===== src/rtl/ucsbece154b_branch_resolve_pkg.sv =====
// ucsbece154b_branch_resolve_pkg: opcode defines shared with the branch predictor,
// control-flow classification and statistics constants.
package ucsbece154b_branch_resolve_pkg;

    localparam logic [6:0] OP_BRANCH = 7'b1100011;
    localparam logic [6:0] OP_JAL    = 7'b1101111;
    localparam logic [6:0] OP_JALR   = 7'b1100111;

    localparam logic [31:0] STAT_MAX = 32'hFFFF_FFFF;

    typedef enum logic [1:0] {
        CF_NONE,
        CF_BRANCH,
        CF_JUMP
    } cf_kind_t;

    function automatic cf_kind_t decode_cf(input logic [6:0] op);
        return (op == OP_BRANCH) ? CF_BRANCH :
               (op == OP_JAL || op == OP_JALR) ? CF_JUMP : CF_NONE;
    endfunction

endpackage


===== src/rtl/ucsbece154b_pred_pipe_reg.sv =====
// ucsbece154b_pred_pipe_reg: one prediction pipeline slot (valid + payload).
// Flush wins over stall; a flushed slot also zeroes its payload.
module ucsbece154b_pred_pipe_reg #(
    parameter int W = 70
) (
    input  logic         clk,
    input  logic         reset_i,
    input  logic         stall,
    input  logic         flush,
    input  logic         next_valid,
    input  logic [W-1:0] next_data,
    output logic         valid,
    output logic [W-1:0] data
);

    always_ff @(posedge clk or negedge reset_i) begin
        if (!reset_i) begin
            valid <= 1'b0;
            data  <= '0;
        end else if (flush) begin
            valid <= 1'b0;
            data  <= '0;
        end else if (!stall) begin
            valid <= next_valid;
            data  <= next_data;
        end
    end

endmodule


===== src/rtl/ucsbece154b_branch_resolve.sv =====
// ucsbece154b_branch_resolve: carries fetch predictions to E and resolves them.
// Optional BRANCH_STATS_EN adds saturating branch / mispredict counters.
module ucsbece154b_branch_resolve
    import ucsbece154b_branch_resolve_pkg::*;
#(
    parameter int NUM_BTB_ENTRIES = 8,
    parameter int NUM_GHR_BITS    = 5
) (
    input  logic                               clk,
    input  logic                               reset_i,
    input  logic                               StallD_i,
    input  logic                               FlushD_i,
    input  logic                               FlushE_i,
    input  logic [31:0]                        PCF_i,
    input  logic                               BranchTakenF_i,
    input  logic [31:0]                        BTBtargetF_i,
    input  logic [NUM_GHR_BITS-1:0]            PHTreadaddressF_i,
    input  logic [6:0]                         opE_i,
    input  logic                               BranchCondE_i,
    input  logic [31:0]                        PCTargetE_i,
    output logic                               MispredictE_o,
    output logic [31:0]                        PCRedirectE_o,
    output logic                               BTB_we_o,
    output logic [$clog2(NUM_BTB_ENTRIES)-1:0] BTBwriteaddress_o,
    output logic [31:0]                        BTBwritedata_o,
    output logic [31:0]                        PCE_o,
    output logic                               PHTwe_o,
    output logic                               PHTincrement_o,
    output logic [NUM_GHR_BITS-1:0]            PHTwriteaddress_o,
    output logic                               GHRreset_o
`ifdef BRANCH_STATS_EN
    ,
    output logic [31:0]                        BranchCountE_o,
    output logic [31:0]                        MispredictCountE_o
`endif
);

    localparam int BTB_W  = $clog2(NUM_BTB_ENTRIES);
    localparam int SLOT_W = 32 + 1 + 32 + NUM_GHR_BITS;

    logic              d_valid, e_valid;
    logic [SLOT_W-1:0] d_data, e_data;
    logic [31:0]       pce, pred_target;
    logic              pred_taken, actual_taken;
    logic [NUM_GHR_BITS-1:0] pht_idx;
    cf_kind_t          cf;

    ucsbece154b_pred_pipe_reg #(.W(SLOT_W)) u_fd (
        .clk        (clk),
        .reset_i    (reset_i),
        .stall      (StallD_i),
        .flush      (FlushD_i),
        .next_valid (1'b1),
        .next_data  ({PCF_i, BranchTakenF_i, BTBtargetF_i, PHTreadaddressF_i}),
        .valid      (d_valid),
        .data       (d_data)
    );

    ucsbece154b_pred_pipe_reg #(.W(SLOT_W)) u_de (
        .clk        (clk),
        .reset_i    (reset_i),
        .stall      (1'b0),
        .flush      (FlushE_i),
        .next_valid (d_valid),
        .next_data  (d_data),
        .valid      (e_valid),
        .data       (e_data)
    );

    assign {pce, pred_taken, pred_target, pht_idx} = e_data;

    // Gating actual-taken by valid keeps an empty E slot redirecting to PCE+4.
    always_comb begin
        cf            = decode_cf(opE_i);
        actual_taken  = e_valid && (cf == CF_JUMP || (cf == CF_BRANCH && BranchCondE_i));
        MispredictE_o = e_valid && ((pred_taken != actual_taken) ||
                                    (actual_taken && pred_target != PCTargetE_i));
        PCRedirectE_o = actual_taken ? PCTargetE_i : pce + 32'd4;
    end

    assign PCE_o             = pce;
    assign BTB_we_o          = MispredictE_o && actual_taken && cf != CF_NONE;
    assign BTBwriteaddress_o = pce[BTB_W+1:2];
    assign BTBwritedata_o    = PCTargetE_i;
    assign PHTwe_o           = e_valid && cf == CF_BRANCH;
    assign PHTincrement_o    = actual_taken;
    assign PHTwriteaddress_o = pht_idx;
    assign GHRreset_o        = MispredictE_o;

`ifdef BRANCH_STATS_EN
    always_ff @(posedge clk or negedge reset_i) begin
        if (!reset_i) begin
            BranchCountE_o     <= '0;
            MispredictCountE_o <= '0;
        end else begin
            if (e_valid && cf != CF_NONE && BranchCountE_o != STAT_MAX)
                BranchCountE_o <= BranchCountE_o + 32'd1;
            if (MispredictE_o && MispredictCountE_o != STAT_MAX)
                MispredictCountE_o <= MispredictCountE_o + 32'd1;
        end
    end
`endif

endmodule

===== config.mk =====
export PLATFORM = sky130hd
export DESIGN_NAME = ucsbece154b_branch_resolve
export DESIGN_NICKNAME = d
export VERILOG_FILES = /design/src/rtl/ucsbece154b_branch_resolve_pkg.sv /design/src/rtl/ucsbece154b_pred_pipe_reg.sv /design/src/rtl/ucsbece154b_branch_resolve.sv
export SDC_FILE = /design/constraint.sdc
export NUM_CORES = 1
export LEC_CHECK = 0
export BUFFER_PORTS_ARGS = -buffer_cell sky130_fd_sc_hd__buf_2
export CAP_MARGIN = 20
export CELL_PAD_IN_SITES_DETAIL_PLACEMENT = 0
export CELL_PAD_IN_SITES_GLOBAL_PLACEMENT = 1
export CORE_ASPECT_RATIO = 0.75
export CORE_MARGIN = 2
export CORE_UTILIZATION = 39
export DETAILED_ROUTE_END_ITERATION = 10
export PLACE_DENSITY = 0.82
export SYNTH_ARGS = -nofsm -noshare
export SYNTH_HDL_FRONTEND = slang
export SYNTH_SLANG_ARGS = --single-unit

===== constraint.sdc =====
create_clock -name clk -period 2.7 [get_ports clk]
set_input_delay 0.405 -clock clk [delete_from_list [all_inputs] [get_ports clk]]
set_output_delay 0.405 -clock clk [all_outputs]
set_load 0.02 [all_outputs]

# --- After elaboration in Yosys (flattened, before gate mapping) ---
# Cells that the tools add are included.
# Widths: inputs -> output; s select.
classes:
  n_addsub: 1
  eq_ne: 8
  muxes: 9
  n_reduce_logical: 11
op_table:
  columns: ["cell", "n"]
  rows:
  - ["$mux 70", 3]
  - ["$add 32x3->32 const B", 1]
  - ["$mux 32", 1]
  - ["$ne 32x32->1", 1]
  - ["$eq 7x7->1 const B", 3]
  - ["$logic_and 1x1->1", 7]
  - ["$mux 2", 2]
  - ["$logic_or 1x1->1", 3]
  - ["$mux 1", 3]
  - ["$eq 2x1->1 const B", 1]
  - ["$eq 2x2->1 const B", 1]
  - ["$ne 2x1->1 const B", 1]
  - ["$reduce_bool 2->1", 1]
  - ["$ne 1x1->1", 1]
totals:
  register_bits: 142
  in_bits: 115
  output_inout_bits: 109
  word_cells: 33

# --- Depth between registers and ports, before layout ---
# Gate-level depths: netlist (run 1).
logic_depth:
  ltp_word: 13
  depth_mapped: 7
  mapped_depth_nobuf: 6

# --- Cells and area by module ---
# A second synthesis (run 1) with hierarchy kept.
unflattened:
  cells_unflattened: 707
  area_unflattened_um2: 7445.9
modules_own_cells:
  columns: ["module", "instances", "cells_per_inst", "area_per_inst_um2", "seq_area_each_um2"]
  rows:
  - ["ucsbece154b_pred_pipe_reg", 2, 229, 2901.5, 1776.7]
  - ["ucsbece154b_branch_resolve", 1, 249, 1642.8, 0.0]

# --- Worst setup path after synthesis (run 1) ---
# No wires, ideal clock.
synth_path:
  path_kind: "input -> output"
  start: "in opE_i[5]"
  end: "out MispredictE_o"
  arrival_time_ns: 1.890
  required_time_ns: 2.295
  slack_ns: 0.405
  stages: 6
  path_buffers: 1
  cell_sequence: "and4b_1 > nand3_1 > o21bai_1 > clkinv_1 > a21oi_1 > buf_4"
synth_between:
  elab_chain_cells: 11
  elab_cells_between_ends: 15
  classes_between: "6 x eq/ne; 2 x mux; 7 x reduce/logical"
synth_rtl:
  columns: ["item", "line_no", "text"]
  rows:
  - ["start, declared", "ucsbece154b_branch_resolve.sv:18", "input logic [6:0] opE_i,"]
  - ["$eq 7x7->1", "ucsbece154b_branch_resolve_pkg.sv:19", "(op == OP_JAL || op == OP_JALR) ? CF_JUMP : CF_NONE;"]
  - ["$logic_or 1x1->1", "ucsbece154b_branch_resolve_pkg.sv:19", null]
  - ["$mux 2", "ucsbece154b_branch_resolve_pkg.sv:19", null]
  - ["$mux 2 (*)", "ucsbece154b_branch_resolve_pkg.sv:18", "return (op == OP_BRANCH) ? CF_BRANCH :"]
  - ["$eq 2x1->1", "ucsbece154b_branch_resolve.sv:75", "actual_taken = e_valid && (cf == CF_JUMP || (cf == CF_BRANCH && BranchCondE_i));"]
  - ["$logic_and 1x1->1", "ucsbece154b_branch_resolve.sv:75", null]
  - ["$logic_or 1x1->1 (*)", "ucsbece154b_branch_resolve.sv:75", null]
  - ["$logic_and 1x1->1 (*)", "ucsbece154b_branch_resolve.sv:75", null]
  - ["net PHTincrement_o", "ucsbece154b_branch_resolve.sv:28", "output logic PHTincrement_o,"]
  - ["$ne 1x1->1 / $logic_and 1x1->1 (equally long branches)", "ucsbece154b_branch_resolve.sv:76, ucsbece154b_branch_resolve.sv:77", null]
  - ["$logic_or 1x1->1 (*)", "ucsbece154b_branch_resolve.sv:76", "MispredictE_o = e_valid && ((pred_taken != actual_taken) ||"]
  - ["$logic_and 1x1->1 (*)", "ucsbece154b_branch_resolve.sv:76", null]
  - ["end, declared", "ucsbece154b_branch_resolve.sv:21", "output logic MispredictE_o,"]
# Mark *: on every way through the listed nets, which the timed path passes. The rest lies on a longest branch.

# --- Worst setup path in the final report (run 1) ---
layout_path:
  start: "reg u_de.data[40]"
  end: "out PCRedirectE_o[30]"
layout_between:
  elab_chain_cells: 2
layout_rtl:
  columns: ["item", "line_no", "text"]
  rows:
  - ["start, declared", "ucsbece154b_pred_pipe_reg.sv:13", "output logic [W-1:0] data"]
  - ["start signal, assigned", "ucsbece154b_pred_pipe_reg.sv:25", "data <= next_data;"]
  - ["$add 32x3->32", "ucsbece154b_branch_resolve.sv:78", "PCRedirectE_o = actual_taken ? PCTargetE_i : pce + 32'd4;"]
  - ["$mux 32", "ucsbece154b_branch_resolve.sv:78", null]
  - ["end, declared", "ucsbece154b_branch_resolve.sv:22", "output logic [31:0] PCRedirectE_o,"]
# Every way passes these cells.

==> results.md, run 1 <==
- Status: completed
- Worst path most repeated cell: nand4_1
- Min-Delay Path Class: in2reg
- Pins Over Slew Limit: 0
- Critical path class: reg2out
- Sw Ratio: 25.1%
- CTS root buf: clkbuf_16
- Die Span Y: 120 um
- Reg-to-reg endpoint: u_fd.data[62]$_DFFE_PN0P_
- Period utilisation layout: 99.1%
- R2R cell count: 2
- Hold Path Sink: u_fd.data[47]$_DFFE_PN0P_
- Max VDD drop: 0.483 mV
- Boundary Pins: 224
- Sequential cell area: 0.00356 mm^2
- Tot GR Track Use: 20.9%
- Hold_sp: PCF_i[9]
- Combinational share of power: 11.7%
- N_diodes: 0
- First-pass GRT wire length: 29700 um
- Post-DP Area: 0.00792 mm^2
- Max Cap Viol: 0
- Family with the most delay on the worst path: simple AND/OR/NAND/NOR gates
- Clk_lat worst skew: 0.43 ns
- GP Congestion: 0.905
- Htree depth: 4
- Yosys reg bits: 142
- Gr ovfl total: 0
- Worst slew pin tran: 0.715 ns
- Register share of total power: 42.5%
- Mapped Cells: 663
- Worst r2r src: u_fd.data[62]$_DFFE_PN0P_
- WL final: 19300 um
- # setup viols final: 0
- Maximum clock insertion buffer count: 2
- Unique masters post-synth: 38
- Initial antenna violation count: 0
- Synthesized area: 0.00702 mm^2
- RSZ-0062 raised after global routing: yes
- Post-Syn Nets: 779
- Fin area: 0.00875 mm^2
- Worst hold path depth: 3
- TritonRoute pass-1 iters: 5
- Setup TNS: 0 ns
- Nets@finish: 945
- Rows: 42
- Vias per inst: 4.77
- WP buf/inv: 2
- DR iter-0 viols: 270
- Routed length per placed instance: 17.8 um
- Max_slew headroom: 52.3%
- # clock sinks: 142
- Critical path data required time: 2.30 ns
- Full die area: 0.0191 mm^2
- Port buffer count: 223
- DRC viols: 0
- Vias in the first global route: 5176
- Starting density of the core: 39.7%
- CTS tree: yes
- Async SR Flop Fraction: 100%
- Top FF cell, synth: dfrtp_1
- Number of synthesized flops with an enable pin: 0
- Ys Warns: 0
- Slowest stage delay, CP: 0.41 ns
- Die width: 159 um
- Cell-internal power: 4040 uW
- Num CTS Buffers: 17
- Clock power frac: 45.8%
- Power per cell area: 616 mW/mm^2
- Worst clock skew: 0.00663 ns
- DP HPWL: 14100 um
- Vias: 5174
- Crit-path slowest cell: dfrtp_1
- CTS clk-pin slew, worst paths: 0.06 ns
- Worst Setup Start Kind: flop
- Minimum clock period: 2.68 ns
- Largest net degree at the start of global routing: 59
- Sequential area share after synthesis: 50.6%
- Avg Cell Area, Syn: 10.6 um^2
- Area growth from synthesis to layout: 24.6%
- Worst-path fanout max: 8
- P_leak: 0.00453 uW
- Critical Path End Type: primary output
- Hold Vio Cnt, Final: 0
- ANT nets after route: 0
- Core Box Area: 0.0177 mm^2
- CP Cell Sequence: ha_2 > nand4_1 > nor4_4 > buf_6 > nand4_1 > xor2_1 > a21oi_1 > buf_4
- Fmax: 374 MHz
- Reg2Reg Setup Slack: 1.93 ns
- Share of layout cells above drive strength 1: 36.9%
- Critical path arrival: 2.27 ns
- Filler cells: 1629
- Multi-input gate area: 0.00282 mm^2
- P_sw: 1350 uW
layout by cell type, fill, tap and decap left out, types with 2 or more instances in the layout:
cell and instances:
nor3_2 4, nand2_1 12, a21oi_1 28, xnor2_2 3, inv_6 2, clkinv_4 2
clkinvlp_4 2, or3_4 2, buf_4 29, buf_6 4, a21oi_2 2, dfrtp_1 140
nor2b_1 71, nor2_1 108, dfrtp_2 2, and4_1 2, buf_2 212, and3_1 3
nor3_1 5, inv_1 7, xnor2_1 42, mux2i_1 70, and3_2 2, clkinv_2 4
nand3_1 13, clkbuf_16 17, nor4_4 5, buf_12 4, xor2_1 11, bufinv_16 4
mux2_2 4, nand4_1 11, nand3_2 2
layout make-up:
class                   count  area share, %
clock buffers              18           4.91
clock inverters            14           2.17
inverters                   8          0.343
multi-input cells         410           32.3
flip-flops and latches    142           40.7
well taps                 242           3.46
repair buffers            250           16.2
how the worst max path moves through the flow:
| stage | start | endpoint | cells after the start | slack (ns) |
|---|---|---|---|---|
| final | u_de.data[40]$_DFF_PN0_ | PCRedirectE_o[30] | 8 | 0.02 |
| after CTS | u_de.data[40]$_DFF_PN0_ | PCRedirectE_o[30] | 8 | 0.01 |
| after floorplan | opE_i[5] | MispredictE_o | 6 | 0.40 |
| after global routing | u_de.data[40]$_DFF_PN0_ | PCRedirectE_o[28] | 8 | -0.06 |
| after global placement | PCTargetE_i[3] | MispredictE_o | 8 | 0.22 |
| after detailed placement | PCTargetE_i[3] | MispredictE_o | 8 | 0.19 |
tightest hold or removal path, delay by kind of cell:
family	cells	cell delay [ns]
and+or+nand+nor	1	0.07
buffers and inverters	1	0.07
muxes	1	0.05
power groups by stage:
stage,Combinational (uW),Sequential (uW),Clock (uW)
after floorplan,392,2310,0
after global placement,615,2330,0
after detailed placement,620,2330,0
after CTS,631,2290,2520
after global routing,690,2300,2620
final,631,2290,2460
what timing repair did:
| action | 4_1_cts | 5_1_grt |
|---|---|---|
| buffers inserted | 6 | 4 |
| hold endpoints to repair | 55 | 0 |
| setup endpoints to repair | 27 | 19 |
| gates cloned | 0 | 1 |
| pin swaps | 3 | 14 |
| hold buffers | 1 | 0 |
| resized for setup | 7 | 22 |
layer usage:
| metal | GRT usage, % | share of wire [%] | vias up |
|---|---|---|---|
| li1 | - | - | 2436 |
| met1 | 28.0 | 45 | 2516 |
| met2 | 32.9 | 46 | 198 |
| met3 | 5.77 | 7.6 | 24 |
| met4 | 7.27 | 1.5 | 0 |
| met5 | 0 | 0 | - |
state kept, by name, summed over array words and instances, names as in the netlist:
name / flops
u_fd.data: 70
u_de.valid: 1
u_de.data: 70
u_fd.valid: 1
Yosys cell counts (3+ instances only):
cell      number  area share, %
dfrtp_1      142             51
nor2_1       108            5.8
buf_4         73            7.8
nor2b_1       71            6.3
mux2i_1       70             10
xnor2_1       45            5.6
a21oi_1       30            2.1
clkbuf_1      20            1.1
nand3_1       14            1.0
nand2_1       12           0.64
nand4_1       11           0.98
xor2_1        11            1.4
inv_1          7           0.37
buf_2          6           0.43
nor3_1         5           0.36
mux2_2         4           0.64
nor3_2         4           0.57
and3_1         3           0.27
nor4_4         3           0.91
kinds of logic after synthesis:
kind of cell	Yosys count	synth area share, %
AO/OA/AOI/OAI	35	2.67
XOR/XNOR	56	6.99
adder cells (fa/ha/maj)	1	0.178
buffers and inverters	112	10.5
flip-flops	142	50.6
multiplexers	74	10.6
AND/OR/NAND/NOR	243	18.4
through the flow:
step | util (%) | instances | setup slack (ns) | power (uW) | hold slack (ns)
3_5_place_dp | 44.8 | 1040 | 0.189 | 2950 | 0.412
2_1_floorplan | - | 663 | 0.405 | 2700 | 0.109
6_report | 49.5 | 1084 | 0.0236 | 5380 | 0.214
5_1_grt | 49.5 | 1084 | -0.0627 | 5610 | 0.207
4_1_cts | 48.8 | 1079 | 0.0129 | 5440 | 0.195
3_3_place_gp | 44.8 | 1040 | 0.216 | 2940 | 0.403
Power figures use the tool's default switching activity.
==> run 2: changes to the inputs <==
--- a/config.mk
+++ b/config.mk
@@ -13,7 +13,7 @@
 export CORE_MARGIN = 2
 export CORE_UTILIZATION = 39
 export DETAILED_ROUTE_END_ITERATION = 10
-export PLACE_DENSITY = 0.82
+export PLACE_DENSITY = 0.83
 export SYNTH_ARGS = -nofsm -noshare
 export SYNTH_HDL_FRONTEND = slang
 export SYNTH_SLANG_ARGS = --single-unit
==> results.md, run 2 (synthesis gave the netlist of run 1 again) <==
- Core Box Area: 0.0177 mm^2 (unchanged)
- Most frequent cells in the layout: 211 x buf_2, 138 x dfrtp_1, 108 x nor2_1, 71 x nor2b_1, 70 x mux2i_1
- Critical path class: reg2out
- ANT nets after route: 0 (unchanged)
- Final setup margin: 0.0507 ns (+0.0272 ns)
- RSZ-0062 raised after global routing: yes
- DP HPWL: 14400 um (+1.8%)
- # setup viols final: 0 (unchanged)
- Maximum clock insertion buffer count: 2 (unchanged)
- Gr ovfl total: 0 (unchanged)
- CTS clk-pin slew, worst paths: 0.06 ns (about the same)
- Crit-path slowest cell: or3_4
- DR iter-0 viols: 391 (+45%)
- Worst Setup Start Kind: flop
- Min-Delay Path Class: in2reg
- Worst clock skew: 0.00925 ns (+0.00262 ns)
- Die width: 159 um (unchanged)
- CTS root buf: clkbuf_16
- Cell-internal power: 3840 uW (-4.8%)
- P_leak: 0.00447 uW (-1.3%)
- Fin area: 0.00864 mm^2 (-1.2%)
- Routed length per placed instance: 18.2 um (+2.2%)
- CTS tree: yes
- Share of layout cells above drive strength 1: 36.5% (-0.45 points)
- # clock sinks: 142 (unchanged)
- Htree depth: 4 (unchanged)
- Port buffer count: 223 (unchanged)
- Num CTS Buffers: 17 (unchanged)
- Register share of total power: 44.3% (+1.8 points)
- Sw Ratio: 25.6% (+0.59 points)
- Vias: 5102 (-1.4%)
- Status: completed
- Largest net degree at the start of global routing: 70 (+19%)
- Post-DP Area: 0.00792 mm^2 (unchanged)
- WL final: 19600 um (+1.6%)
- Initial antenna violation count: 0 (unchanged)
- Die Span Y: 120 um (unchanged)
- Vias per inst: 4.73 (-0.84%)
- Max VDD drop: 0.388 mV (-20%)
- Met1 wire length: 8950 um (+1.9%)
- Worst path most repeated cell: buf_4
- DP Cell Count: 1040 (unchanged)
- Highest metal used: met4
- Combinational share of power: 12.3% (+0.6 points)
- P_sw: 1330 uW (-1.7%)
- Rows: 42 (unchanged)
- Starting density of the core: 39.7% (unchanged)
- Top flop regs: u_de.data x70, u_fd.data x70
- Met3 wire len: 1600 um (+8.9%)
- DRC viols: 0 (unchanged)
- N_diodes: 0 (unchanged)
- Nets@finish: 940 (-0.53%)
- WP buf/inv: 2 (unchanged)
- Hold Vio Cnt, Final: 0 (unchanged)
- Minimum clock period: 2.65 ns (-0.0272 ns)
- Slowest stage delay, CP: 0.46 ns (+0.05 ns)
- TritonRoute pass-1 iters: 7 (+2)
- Worst-path fanout max: 9 (+1)
- Area growth from synthesis to layout: 23.1%
- Power per cell area: 598 mW/mm^2 (-2.8%)
- Max Cap Viol: 0 (unchanged)
- Clk_lat worst skew: 0.42 ns (about the same)
- Boundary Pins: 224 (unchanged)
- Post-Route Utilization: 48.9% (-0.60 points)
- Non-Filler Instances: 1078 (-0.55%)
- Worst slew pin tran: 0.731 ns (+0.0156 ns)
- Final Hold Slack: 0.229 ns (+0.0145 ns)
- Critical Path End Type: primary output
- Clock power frac: 43.4% (-2.4 points)
- Family with the most delay on the worst path: simple AND/OR/NAND/NOR gates
- Pins Over Slew Limit: 0 (unchanged)
- Critical path data required time: 2.30 ns (about the same)
- Vias in the first global route: 5153 (-0.44%)
- GP Congestion: 0.852 (-5.9%)
- Commonest non-fill, non-tap cell in the layout: buf_2
- Filler cells: 1687 (+3.6%)
- Period utilisation layout: 98.1% (-1.0 points)
- Critical path arrival: 2.24 ns (-0.03 ns)
- Max_slew headroom: 51.3% (-1.0 points)
- First-pass GRT wire length: 30000 um (+0.77%)
- Metal2 WL: 8980 um (+2.0%)
- Fmax: 377 MHz (+1.0%)
- Setup WS pre-CTS: 0.311 ns (+0.122 ns)
- Full die area: 0.0191 mm^2 (unchanged)
- CP Cell Sequence: buf_4 > nand4_4 > or3_4 > nor2_1 > xnor2_1 > a21oi_1 > buf_4
- Tot GR Track Use: 21.2% (+0.34 points)
-- run 2: worst register-to-register path, delay by kind of cell, from the launching register on --
family / cells / cell delay, ns
flip-flops: 1 / 0.38
multiplexers: 1 / 0.17
AND/OR/NAND/NOR: 1 / 0.06
-- run 2: power groups by stage --
| stage | Combinational (uW) | Clock, uW | Sequential (uW) |
|---|---|---|---|
| 2_1_floorplan | 392 | 0 | 2310 |
| 3_5_place_dp | 629 | 0 | 2330 |
| 5_1_grt | 692 | 2400 | 2300 |
| 3_3_place_gp | 623 | 0 | 2320 |
| 4_1_cts | 634 | 2290 | 2290 |
| 6_report | 635 | 2240 | 2290 |
-- run 2: what timing repair did --
item / in CTS / in global routing
hold buffers: 1 / 0
pin swaps: 1 / 13
endpoints found under the setup margin: 19 / 21
endpoints found under the hold margin: 48 / 0
resized for setup: 6 / 22
setup buffers: 1 / 5
-- run 2: stage by stage --
step / power, uW / setup TNS (ns)
after floorplan: 2700 / 0
after global placement: 2950 / 0
after detailed placement: 2960 / 0
after CTS: 5220 / 0
after global routing: 5400 / -0.443
final: 5170 / 0
-- run 2: worst paths after layout --
path | startpoint | end | slack [ns] | cells after the start
worst max-delay path | u_de.data[41]$_DFF_PN0_ | PCRedirectE_o[15] | 0.05 | 7
worst min-delay path | PCF_i[27] | u_fd.data[65]$_DFFE_PN0P_ | 0.23 | 3
worst max register to register | u_fd.data[58]$_DFFE_PN0P_ | u_fd.data[58]$_DFFE_PN0P_ | 1.97 | 2
worst min register to register | u_fd.valid$_DFFE_PN0P_ | u_de.valid$_DFF_PN0_ | 0.48 | 2
max in group asynchronous | reset_i | u_de.data[9]$_DFF_PN0_ | 1.40 | 3
min in group asynchronous | reset_i | u_de.data[60]$_DFF_PN0_ | 0.50 | 2
-- run 2: layer usage --
layer,vias to the layer above,GRT usage [%]
met5,-,0
li1,2425,-
met3,9,7.78
met1,2461,28.3
met4,0,4.32
met2,207,33.5
-- run 2: layout make-up --
type	count	area [um^2]	share of cell area [%]
multi-input cells	409	2790	32.3
clock inverters	10	87.6	1.01
flip-flops and latches	142	3560	41.2
well taps	242	303	3.50
clock buffers	21	480	5.56
repair buffers	246	1390	16.0
inverters	8	31.3	0.362
